$ cat config.mk
export PLATFORM = sky130hd
export DESIGN_NAME = sipo_deserializer_flat
export DESIGN_NICKNAME = d
export VERILOG_FILES = /design/src/rtl/sipo_deserializer_if.sv /design/src/rtl/sipo_deserializer.sv /design/src/flat_wrapper.sv
export SDC_FILE = /design/constraint.sdc
export NUM_CORES = 1
export LEC_CHECK = 0
export BUFFER_PORTS_ARGS = -buffer_cell sky130_fd_sc_hd__clkbuf_2
export CORE_ASPECT_RATIO = 1.2
export CORE_UTILIZATION = 29
export CTS_BUF_LIST = sky130_fd_sc_hd__clkbuf_4
export CTS_CLUSTER_SIZE = 25
export DETAILED_ROUTE_END_ITERATION = 12
export PLACE_DENSITY_LB_ADDON = 0.05
export SLEW_MARGIN = 10
export SYNTH_ARGS = -nofsm -noshare
export SYNTH_HDL_FRONTEND = slang
export SYNTH_SLANG_ARGS = --single-unit
$ cat constraint.sdc
create_clock -name clk -period 1.5 [get_ports clk]
set_input_delay 0.15 -clock clk [delete_from_list [all_inputs] [get_ports clk]]
set_output_delay 0.15 -clock clk [all_outputs]
set_load 0.005 [all_outputs]
$ cat src/rtl/sipo_deserializer_if.sv
// Serial-in / parallel-out bundle for the deserializer.
// master drives the bit stream and ready; slave is the deserializer.
interface sipo_deserializer_if #(
    parameter int WIDTH = 8
);
    logic             in;
    logic             enable;
    logic             sync;
    logic             ready;
    logic [WIDTH-1:0] out;
    logic             valid;
    logic             busy;
    logic             overrun;

    modport master (
        output in, enable, sync, ready,
        input  out, valid, busy, overrun
    );

    modport slave (
        input  in, enable, sync, ready,
        output out, valid, busy, overrun
    );
endinterface

$ cat src/rtl/sipo_deserializer.sv
// Serial-to-parallel deserializer with a single-entry holding register,
// valid/ready output handshake, overrun pulse and word-boundary sync.
module sipo_deserializer #(
    parameter int WIDTH     = 8,
    parameter bit SHIFT_DIR = 1'b0
) (
    input  logic               clk,
    input  logic               reset_n,
    sipo_deserializer_if.slave bus
);
    localparam int CW = $clog2(WIDTH);
    localparam logic [CW-1:0] LAST = CW'(WIDTH - 1);

    logic [CW-1:0]    bit_count;
    logic [CW-1:0]    count_next;
    logic [WIDTH-1:0] asm_q;
    logic [WIDTH-1:0] asm_next;
    logic [WIDTH-1:0] out_q;
    logic             valid_q;
    logic             overrun_q;
    logic             complete;
    logic             load;
    int               pos;

    // A sync edge restarts the word, so the sampled bit is bit 0.
    always_comb begin
        pos = bus.sync ? 0 : int'(bit_count);
        if (SHIFT_DIR)
            pos = WIDTH - 1 - pos;
        asm_next = asm_q;
        for (int i = 0; i < WIDTH; i++)
            if (i == pos)
                asm_next[i] = bus.in;
    end

    // Word completion, holding-register load and bit-count update.
    always_comb begin
        complete = bus.enable && !bus.sync && (bit_count == LAST);
        load     = complete && (!valid_q || bus.ready);
        count_next = bit_count;
        if (bus.sync)
            count_next = bus.enable ? CW'(1) : '0;
        else if (bus.enable)
            count_next = complete ? '0 : bit_count + CW'(1);
    end

    // Assembly register and bit counter.
    always_ff @(posedge clk or negedge reset_n) begin
        if (!reset_n) begin
            asm_q     <= '0;
            bit_count <= '0;
        end else begin
            bit_count <= count_next;
            if (bus.enable)
                asm_q <= asm_next;
        end
    end

    // Holding register, handshake and overrun pulse.
    always_ff @(posedge clk or negedge reset_n) begin
        if (!reset_n) begin
            out_q     <= '0;
            valid_q   <= 1'b0;
            overrun_q <= 1'b0;
        end else begin
            overrun_q <= complete && !load;
            if (load) begin
                out_q   <= asm_next;
                valid_q <= 1'b1;
            end else if (valid_q && bus.ready) begin
                valid_q <= 1'b0;
            end
        end
    end

    assign bus.out     = out_q;
    assign bus.valid   = valid_q;
    assign bus.busy    = (bit_count != '0);
    assign bus.overrun = overrun_q;
endmodule
$ cat src/flat_wrapper.sv
// flat-port wrapper written by rule: the top's interface ports become plain ports
module sipo_deserializer_flat 
#(
    parameter int WIDTH     = 8,
    parameter bit SHIFT_DIR = 1'b0
)
  (clk, reset_n, bus_in, bus_enable, bus_sync, bus_ready, bus_out, bus_valid, bus_busy, bus_overrun);
  sipo_deserializer_if #(.WIDTH(WIDTH)) bus_i ();
  input  logic clk;
  input  logic reset_n;
  input wire logic [$bits(bus_i.in)-1:0] bus_in;
  input wire logic [$bits(bus_i.enable)-1:0] bus_enable;
  input wire logic [$bits(bus_i.sync)-1:0] bus_sync;
  input wire logic [$bits(bus_i.ready)-1:0] bus_ready;
  output wire logic [$bits(bus_i.out)-1:0] bus_out;
  output wire logic [$bits(bus_i.valid)-1:0] bus_valid;
  output wire logic [$bits(bus_i.busy)-1:0] bus_busy;
  output wire logic [$bits(bus_i.overrun)-1:0] bus_overrun;
  assign bus_i.in = bus_in;
  assign bus_i.enable = bus_enable;
  assign bus_i.sync = bus_sync;
  assign bus_i.ready = bus_ready;
  assign bus_out = bus_i.out;
  assign bus_valid = bus_i.valid;
  assign bus_busy = bus_i.busy;
  assign bus_overrun = bus_i.overrun;
  sipo_deserializer #(.WIDTH(WIDTH), .SHIFT_DIR(SHIFT_DIR)) u_core (.clk(clk), .reset_n(reset_n), .bus(bus_i));
endmodule
==> flow_metrics.py, run 1 <==
metrics = {
    "power_and_ir_drop": {
        "swShare_pct": 29.5,
        "p_total_mw": 1.19,
        "p_switching_mw": 0.351,
        "clkPwrFrac_pct": 24.8,
        "share_seq_of_total_power_pct": 55.7,
        "ir_worst_vdd_v": 0.000412,
        "leakagePower_nw": 0.591,
        "intPower_mw": 0.838,
        "power_density_nw_per_um2": 916,
        "power_frac_comb_pct": 19.5,
    },
    "sta": {
        "hold_viol": 0,
        "timing.fmax_mhz": 689,
        "slew_violations": 0,
        "period_minus_slack_ps": 1450,
        "tightest_slew_ps": 545,
        "rsz0062_at_grt": "yes",
        "skew_ps": 1.08,
        "timing.final.crit_share_pct": 96.7,
        "max_slew_margin_pct": 63.7,
        "holdWs_ps": 180,
        "finalSetupViolCount": 0,
    },
    "drt": {
        "drcViolationCount": 4,
        "wl_met3_um": 65,
        "drtAntennaViolNets": 0,
        "firstDrtPassIters": 8,
        "wl_met1_um": 1110,
        "drt_iter0_markers": 23,
        "vias": 825,
        "top_layer": "met4",
        "met2_length_um": 1230,
        "wl_per_cell_um": 15.0,
        "routed_wirelength_um": 2420,
        "drt-vias-per-instance": 5.12,
    },
    "global_routing": {
        "grt_max_degree": 22,
        "gr-usage-all-layers_pct": 13.8,
        "grt_overflow": 0,
        "antenna_found_initial": 0,
        "grt_pass1_wl_um": 3940,
        "grt_pass1_vias": 826,
    },
    "critical_path": {
        "worstPathMaxFanout": 7,
        "critPathLaunch": "u_core.bit_count[0]",
        "arrival_ps": 1660,
        "cp.required_ps": 1710,
        "r2r-start": "u_core.bit_count[0]",
        "critPathCaptureType": "flip-flop",
        "critical_path_class": "flip-flop to flip-flop",
        "cp-start-kind": "flip-flop",
        "reg2reg_slack_ps": 50,
    },
    "die": {
        "die_area_um2": 3920,
        "die_h_um": 68.4,
        "rows": 23,
        "fp.coreArea_um2": 3420,
        "pin_count": 17,
        "initial_core_util_pct": 31.1,
        "die_w_um": 57.3,
    },
    "synthesis": {
        "async_flop_share_pct": 100,
        "yosys_warnings": 0,
        "synth_area_um2": 1060,
        "synth_edf_count": 0,
        "synthTopCellsByCount": "21 x dfrtp_1, 19 x a21oi_1, 9 x nor2_1",
        "synth_seq_cells": 21,
        "yosysMostFrequentCell": "dfrtp_1",
        "synthTopCellsByArea": "dfrtp_1 49%, a21oi_1 8.9%, mux2i_1 6.6%, and4bb_2 3.5%, ha_1 3.5%",
        "syn_nets": 111,
        "synth-seq-area-share_pct": 49.4,
        "synthFlopType": "dfrtp_1",
        "synth.distinct_cells": 29,
        "post-synth-top-area-cell": "dfrtp_1",
        "syn_avg_cell_area_um2": 10.4,
        "synth_top_area_share_pct": 49.4,
        "syn-instance-count": 102,
    },
    "clock_network": {
        "clk_latency_ps": 310,
        "cts.htree.levels": 1,
        "clockBufferDepth": 2,
        "cts_root_buffer": "clkbuf_4",
        "path_clk_slew_ps": 130,
        "cts.sinks": 21,
        "cts_tree": "built",
        "cts_buffers": 3,
    },
    "min_path": {
        "hold_path_class": "primary input to flip-flop",
        "hp-start": "bus_enable",
    },
    "placed_design": {
        "dp_hpwl_um": 1750,
        "place.gp.congestion": 0.742,
        "port_buffers": 16,
        "dp.cells": 154,
    },
    "cells_and_area": {
        "fillers": 343,
        "final_nets": 134,
        "drive_gt1_share_pct": 36.3,
        "antenna_cells": 0,
        "utilization_pct": 37.9,
        "fin_cells": 161,
        "areaGrowthSynthToFinish_pct": 21.9,
    },
    "run_status": {
        "status": "finished with violations",
        "violations": "DRC",
    },
    "run": {
        "cap_violations": 0,
    },
}
==> layer usage <==
| layer | vias to the layer above | GRT usage, % |
|---|---|---|
| met5 | - | 0 |
| li1 | 407 | - |
| met2 | 11 | 24.4 |
| met3 | 2 | 1.89 |
| met1 | 405 | 16.8 |
| met4 | 0 | 6.40 |
==> area by class of cell <==
| class | instances | area (µm²) | share of cell area, % |
|---|---|---|---|
| timing repair buffer | 28 | 184 | 14.2 |
| multi-input combinational | 68 | 499 | 38.5 |
| tap | 37 | 46.3 | 3.57 |
| inverter | 3 | 11.3 | 0.868 |
| clock inverter | 1 | 7.51 | 0.579 |
| sequential | 21 | 527 | 40.6 |
| clock buffer | 3 | 22.5 | 1.74 |
==> critical path, cell delays in order (launching register included) <==
cell     delay [ps]
dfrtp_1         440
buf_6           150
nor4b_1         340
mux2i_1         310
a21oi_1         100
==> per-stage QoR <==
step | TNS (ps) | worst slack, ps | cell area, µm²
detailed placement | 0 | 14.1 | 1220
CTS | 0 | 8.30 | 1270
finish | 0 | 49.6 | 1300
floorplan | 0 | 0.424 | 1090
global route | -65.7 | -23.8 | 1300
global placement | 0 | 32.5 | 1220
==> layout by cell type (no fill, tap or decap), drive strengths merged <==
cell type | synthesis | final
dfrtp | 21 | 21
a21oi | 19 | 19
clkbuf | 3 | 18
buf | 7 | 12
nor2 | 9 | 9
mux2i | 7 | 7
nand2b | 3 | 3
o21ai | 3 | 3
and4bb | 3 | 3
mux2 | 3 | 3
inv | 3 | 3
ha | 3 | 3
nand3b | 2 | 2
nand3 | 2 | 2
nor4b | 2 | 2
and3b | 1 | 1
and2 | 1 | 1
nor2b | 1 | 1
o41ai | 1 | 1
a31oi | 1 | 1
nor3 | 1 | 1
o311a | 1 | 1
a2bb2oi | 1 | 1
nand4b | 1 | 1
nand4 | 1 | 1
o31ai | 1 | 1
nand2 | 1 | 1
clkinvlp | 0 | 1
dlygate4sd3 | 0 | 1
==> kinds of logic after synthesis <==
group           count (synthesis)  share of synthesized area [%]
compound gates                 27                           14.2
fa+ha+maj                       3                           3.53
buf+inv                        13                           6.46
flops                          21                           49.4
mux                            10                           9.75
simple gates                   28                           16.7
==> power groups by stage <==
stage | sequential [mW] | combinational [mW] | clock, mW
final | 0.662 | 0.232 | 0.295
after global routing | 0.668 | 0.265 | 0.330
after CTS | 0.660 | 0.230 | 0.322
after detailed placement | 0.672 | 0.222 | 0
after global placement | 0.671 | 0.219 | 0
after floorplan | 0.664 | 0.141 | 0
==> flip-flops by register name (all words and copies together), names as in the netlist <==
register / cells
u_core.bus.out: 8
u_core.bus.valid: 1
u_core.asm_q: 8
u_core.bus.overrun: 1
u_core.bit_count: 3
==> timing repair <==
action                                  CTS  global route
endpoints found under the hold margin    21             0
resized for setup                         1             8
hold buffers                              1             0
pin swaps                                 0             1
endpoints found under the setup margin    3             7
cloned                                    0             0
buffers inserted                          1             1
==> path summary, 6_finish.rpt <==
kind / end / cells past startpoint
max: u_core.bus.out[4] / 4
min reg2reg: u_core.asm_q[1] / 1
min in group asynchronous: u_core.bus.overrun / 2
max in group asynchronous: u_core.bit_count[2] / 2
max reg2reg: u_core.bus.out[4] / 4
min: u_core.asm_q[3] / 2
Note: power is estimated with default switching activity, not from simulation.
==> run 2: changes to the inputs <==
REMOVE_ABC_BUFFERS = 1   (was not set)
==> flow_metrics.py, run 2 (synthesis gave the netlist of run 1 again) <==
metrics = {
    "drt": {
        "drtAntennaViolNets": 0,
        "drcViolationCount": 3,
        "drt_iter0_markers": 33,
        "wl_per_cell_um": 15.3,
        "firstDrtPassIters": 10,
        "routed_wirelength_um": 2440,
        "vias": 798,
        "drt-vias-per-instance": 5.02,
    },
    "global_routing": {
        "grt_pass1_vias": 837,
        "antenna_found_initial": 0,
        "grt_pass1_wl_um": 4240,
        "gr-usage-all-layers_pct": 14.5,
        "grt_max_degree": 22,
        "grt_overflow": 0,
    },
    "power_and_ir_drop": {
        "power_frac_comb_pct": 18.9,
        "intPower_mw": 0.849,
        "power_density_nw_per_um2": 914,
        "share_seq_of_total_power_pct": 56.5,
        "p_total_mw": 1.17,
        "swShare_pct": 27.5,
        "ir_worst_vdd_v": 0.000389,
        "p_switching_mw": 0.322,
        "clkPwrFrac_pct": 24.6,
        "leakagePower_nw": 0.594,
    },
    "sta": {
        "tightest_slew_ps": 568,
        "skew_ps": 2.92,
        "period_minus_slack_ps": 1410,
        "timing.fmax_mhz": 707,
        "fin_ws_ps": 85.1,
        "timing.final.crit_share_pct": 94.3,
        "holdWs_ps": 221,
        "finalSetupViolCount": 0,
        "hold_viol": 0,
        "max_slew_margin_pct": 62.1,
        "slew_violations": 0,
        "rsz0062_at_grt": "yes",
    },
    "critical_path": {
        "cp.required_ps": 1680,
        "crit_family": "flip-flops",
        "max_stage_delay_ps": 410,
        "critical_path_class": "flip-flop to flip-flop",
        "cp-start-kind": "flip-flop",
        "cp_cell_sequence": "ha_1, ha_2, and3b_1, buf_6, a21oi_1, a31oi_1",
        "arrival_ps": 1590,
        "worstPathMaxFanout": 8,
        "critPathSlowestCell": "dfrtp_1",
        "critPathCaptureType": "flip-flop",
        "crit_buf_inv": 1,
    },
    "die": {
        "rows": 23,
        "die_h_um": 68.4,
        "pin_count": 17,
        "die_area_um2": 3920,
        "die_w_um": 57.3,
        "fp.coreArea_um2": 3420,
        "initial_core_util_pct": 31.1,
    },
    "run_status": {
        "violations": "DRC",
        "status": "finished with violations",
    },
    "cells_and_area": {
        "fin_cells": 159,
        "layout_common_cells": "21 x dfrtp_1, 16 x clkbuf_2, 15 x a21oi_1",
        "antenna_cells": 0,
        "final_nets": 132,
        "utilization_pct": 37.4,
        "fillers": 357,
        "drive_gt1_share_pct": 36.1,
        "final_common_cell": "dfrtp_1",
        "areaGrowthSynthToFinish_pct": 20.3,
    },
    "min_path": {
        "hold_path_class": "primary input to flip-flop",
    },
    "placed_design": {
        "place.gp.congestion": 0.691,
        "dp_hpwl_um": 1680,
        "pre_cts_ws_ps": 13.3,
        "dp.cells": 153,
        "port_buffers": 16,
    },
    "clock_network": {
        "clk_latency_ps": 300,
        "cts_root_buffer": "clkbuf_4",
        "clockBufferDepth": 2,
        "path_clk_slew_ps": 110,
        "cts.sinks": 21,
        "cts_tree": "built",
        "cts_buffers": 3,
        "cts.htree.levels": 1,
    },
    "run": {
        "cap_violations": 0,
    },
}
## run 2: path summary, 6_finish.rpt
check                                          from                   to  slack [ps]  depth (start not counted)
min in group asynchronous                   reset_n  u_core.bit_count[2]         360                          2
worst max register to register  u_core.bit_count[0]    u_core.bus.out[1]          90                          6
max in group asynchronous                   reset_n    u_core.bus.out[7]         760                          2
worst min register to register      u_core.asm_q[0]      u_core.asm_q[0]         530                          1
worst max-delay path            u_core.bit_count[0]    u_core.bus.out[1]          90                          6
worst min-delay path                       bus_sync  u_core.bit_count[2]         220                          2
## run 2: power by group through the flow
stage | Sequential (mW) | Clock, mW | Combinational (mW)
2_1_floorplan | 0.673 | 0 | 0.109
3_3_place_gp | 0.668 | 0 | 0.209
3_5_place_dp | 0.669 | 0 | 0.213
4_1_cts | 0.658 | 0.319 | 0.215
5_1_grt | 0.671 | 0.342 | 0.253
6_report | 0.661 | 0.288 | 0.221
## run 2: metal layers
metal | share of wire, % | GRT usage, % | up-vias
met5 | 0 | 0 | -
met4 | 1.0 | 7.32 | 0
met3 | 2.6 | 1.89 | 2
met2 | 47 | 24.0 | 13
met1 | 49 | 18.7 | 379
li1 | - | - | 404
## run 2: area by class of cell
| cell class | count | area [µm²] | area share, % |
|---|---|---|---|
| flip-flops and latches | 21 | 526 | 41.0 |
| multi-input cells | 68 | 503 | 39.3 |
| repair buffers | 26 | 165 | 12.9 |
| well taps | 37 | 46.3 | 3.61 |
| clock buffers | 4 | 30.0 | 2.34 |
| inverters | 3 | 11.3 | 0.879 |
## run 2: timing repair
| action | 4_1_cts | 5_1_grt |
|---|---|---|
| endpoints found under the hold margin | 21 | 0 |
| pin swaps | 0 | 0 |
| setup buffers | 0 | 1 |
| gates resized for setup | 1 | 11 |
| cloned | 0 | 0 |
| endpoints found under the setup margin | 1 | 11 |
| hold buffers | 1 | 0 |
## run 2: metrics by stage
stage | setup TNS [ps] | area (µm²)
2_1_floorplan | -821 | 1010
3_3_place_gp | 0 | 1190
3_5_place_dp | 0 | 1190
4_1_cts | 0 | 1230
5_1_grt | -112 | 1280
6_report | 0 | 1280
==> run 3: changes to the inputs <==
PLACE_DENSITY = 0.57   (was not set)
PLACE_DENSITY_LB_ADDON = not set   (was 0.05)
==> flow_metrics.py, run 3 (synthesis gave the netlist of run 1 again) <==
metrics = {
    "clock_network": {
        "path_clk_slew_ps": 110,
        "cts_setup_buffers": 0,
        "clk_latency_ps": 320,
        "clockBufferDepth": 2,
        "cts_buffers": 3,
        "cts.htree.levels": 1,
        "cts_root_buffer": "clkbuf_4",
        "cts_tree": "built",
        "cts.sinks": 21,
    },
    "cells_and_area": {
        "layout_common_cells": "21 x dfrtp_1, 19 x a21oi_1, 16 x clkbuf_2",
        "fin_area_um2": 1230,
        "drive_gt1_share_pct": 29.8,
        "areaGrowthSynthToFinish_pct": 16.0,
        "antenna_cells": 0,
        "final_common_cell": "dfrtp_1",
        "final_nets": 131,
        "fin_cells": 158,
    },
    "drt": {
        "routed_wirelength_um": 2220,
        "firstDrtPassIters": 9,
        "drt-vias-per-instance": 5.20,
        "drt_iter0_markers": 39,
        "drtAntennaViolNets": 0,
        "vias": 821,
        "drcViolationCount": 6,
        "wl_per_cell_um": 14.0,
    },
    "power_and_ir_drop": {
        "share_seq_of_total_power_pct": 56.1,
        "intPower_mw": 0.845,
        "swShare_pct": 27.9,
        "power_frac_comb_pct": 18.1,
        "clkPwrFrac_pct": 25.8,
        "ir_worst_vdd_v": 0.000258,
        "power_density_nw_per_um2": 949,
        "leakagePower_nw": 0.582,
        "p_switching_mw": 0.327,
    },
    "critical_path": {
        "critPathSlowestCell": "dfrtp_1",
        "worstPathMaxFanout": 8,
        "cp.required_ps": 1700,
        "critical_path_class": "flip-flop to flip-flop",
        "cp_cell_sequence": "ha_1, ha_1, and3b_1, buf_4, a21oi_1, a21oi_1",
        "max_stage_delay_ps": 410,
        "arrival_ps": 1660,
        "critPathCaptureType": "flip-flop",
        "cp-start-kind": "flip-flop",
    },
    "sta": {
        "hold_viol": 0,
        "timing.final.crit_share_pct": 97.3,
        "max_slew_margin_pct": 65.1,
        "tightest_slew_ps": 524,
        "timing.fmax_mhz": 685,
        "rsz0062_at_grt": "yes",
        "period_minus_slack_ps": 1460,
        "holdWs_ps": 189,
        "finalSetupViolCount": 0,
        "slew_violations": 0,
        "skew_ps": 6.89,
    },
    "min_path": {
        "hold_path_class": "primary input to flip-flop",
    },
    "run": {
        "cap_violations": 0,
    },
    "die": {
        "fp.coreArea_um2": 3420,
        "initial_core_util_pct": 31.1,
        "pin_count": 17,
        "die_area_um2": 3920,
        "die_h_um": 68.4,
        "rows": 23,
        "die_w_um": 57.3,
    },
    "placed_design": {
        "dp.cells": 153,
        "place.gp.congestion": 0.764,
        "dp_hpwl_um": 1560,
        "place_area_um2": 1190,
        "port_buffers": 16,
    },
    "global_routing": {
        "grt_pass1_wl_um": 3680,
        "grt_pass1_vias": 806,
        "gr-usage-all-layers_pct": 12.7,
        "antenna_found_initial": 0,
        "grt_max_degree": 22,
        "grt_overflow": 0,
    },
    "run_status": {
        "violations": "DRC",
        "status": "finished with violations",
    },
}
## run 3: cell count changes in the layout (fill, tap and decap cells not counted), sizes merged
cell,delta
buf,-1
## run 3: repair_timing
item / CTS / global route
hold buffers: 1 / 0
endpoints found under the hold margin: 21 / 0
resized for setup: 0 / 2
endpoints found under the setup margin: 0 / 9
## run 3: layout make-up
type | instances | area (µm²)
flip-flops and latches | 21 | 526
clock buffers | 4 | 30.0
multi-input cells | 68 | 472
repair buffers | 25 | 150
fillers | 332 | 2190
well taps | 37 | 46.3
inverters | 3 | 11.3
## run 3: worst max-delay path, delay by kind of cell (launching register included)
| family | cells | cell delay, ps |
|---|---|---|
| buf+inv | 1 | 160 |
| flops | 1 | 410 |
| fa+ha+maj | 2 | 380 |
| compound gates | 2 | 200 |
| simple gates | 1 | 190 |
## run 3: metrics by stage
step / worst slack (ps) / setup TNS [ps] / total power [mW] / util (%)
global placement: 56.3 / 0 / 0.874 / 34.9
global route: -10.1 / -17.8 / 1.23 / 36.1
detailed placement: 20.4 / 0 / 0.881 / 34.9
CTS: 6.89 / 0 / 1.19 / 36.0
floorplan: -119 / -821 / 0.782 / -
finish: 41.1 / 0 / 1.17 / 36.1
## run 3: path summary, 6_finish.rpt
path | start | endpoint | slack (ps) | cells past startpoint
hold / removal | bus_sync | u_core.bit_count[2] | 190 | 2
min in group asynchronous | reset_n | u_core.bus.out[7] | 320 | 2
setup / recovery | u_core.bit_count[0] | u_core.bus.out[2] | 40 | 6
hold reg to reg | u_core.asm_q[7] | u_core.asm_q[7] | 530 | 1
setup reg to reg | u_core.bit_count[0] | u_core.bus.out[2] | 40 | 6
max in group asynchronous | reset_n | u_core.bus.out[6] | 820 | 2
## run 3: power groups by stage
stage	clock network (mW)	logic [mW]	registers (mW)
5_1_grt	0.324	0.239	0.665
4_1_cts	0.315	0.215	0.658
6_report	0.302	0.212	0.658
2_1_floorplan	0	0.109	0.673
3_3_place_gp	0	0.206	0.667
3_5_place_dp	0	0.212	0.669
## run 3: layer usage
layer  GRT usage, %  vias up  wire length, µm
met5              0        -                0
li1               -      402                -
met1           13.5      393              939
met4           8.23        0               70
met2           24.1       21             1120
met3           1.13        5               83
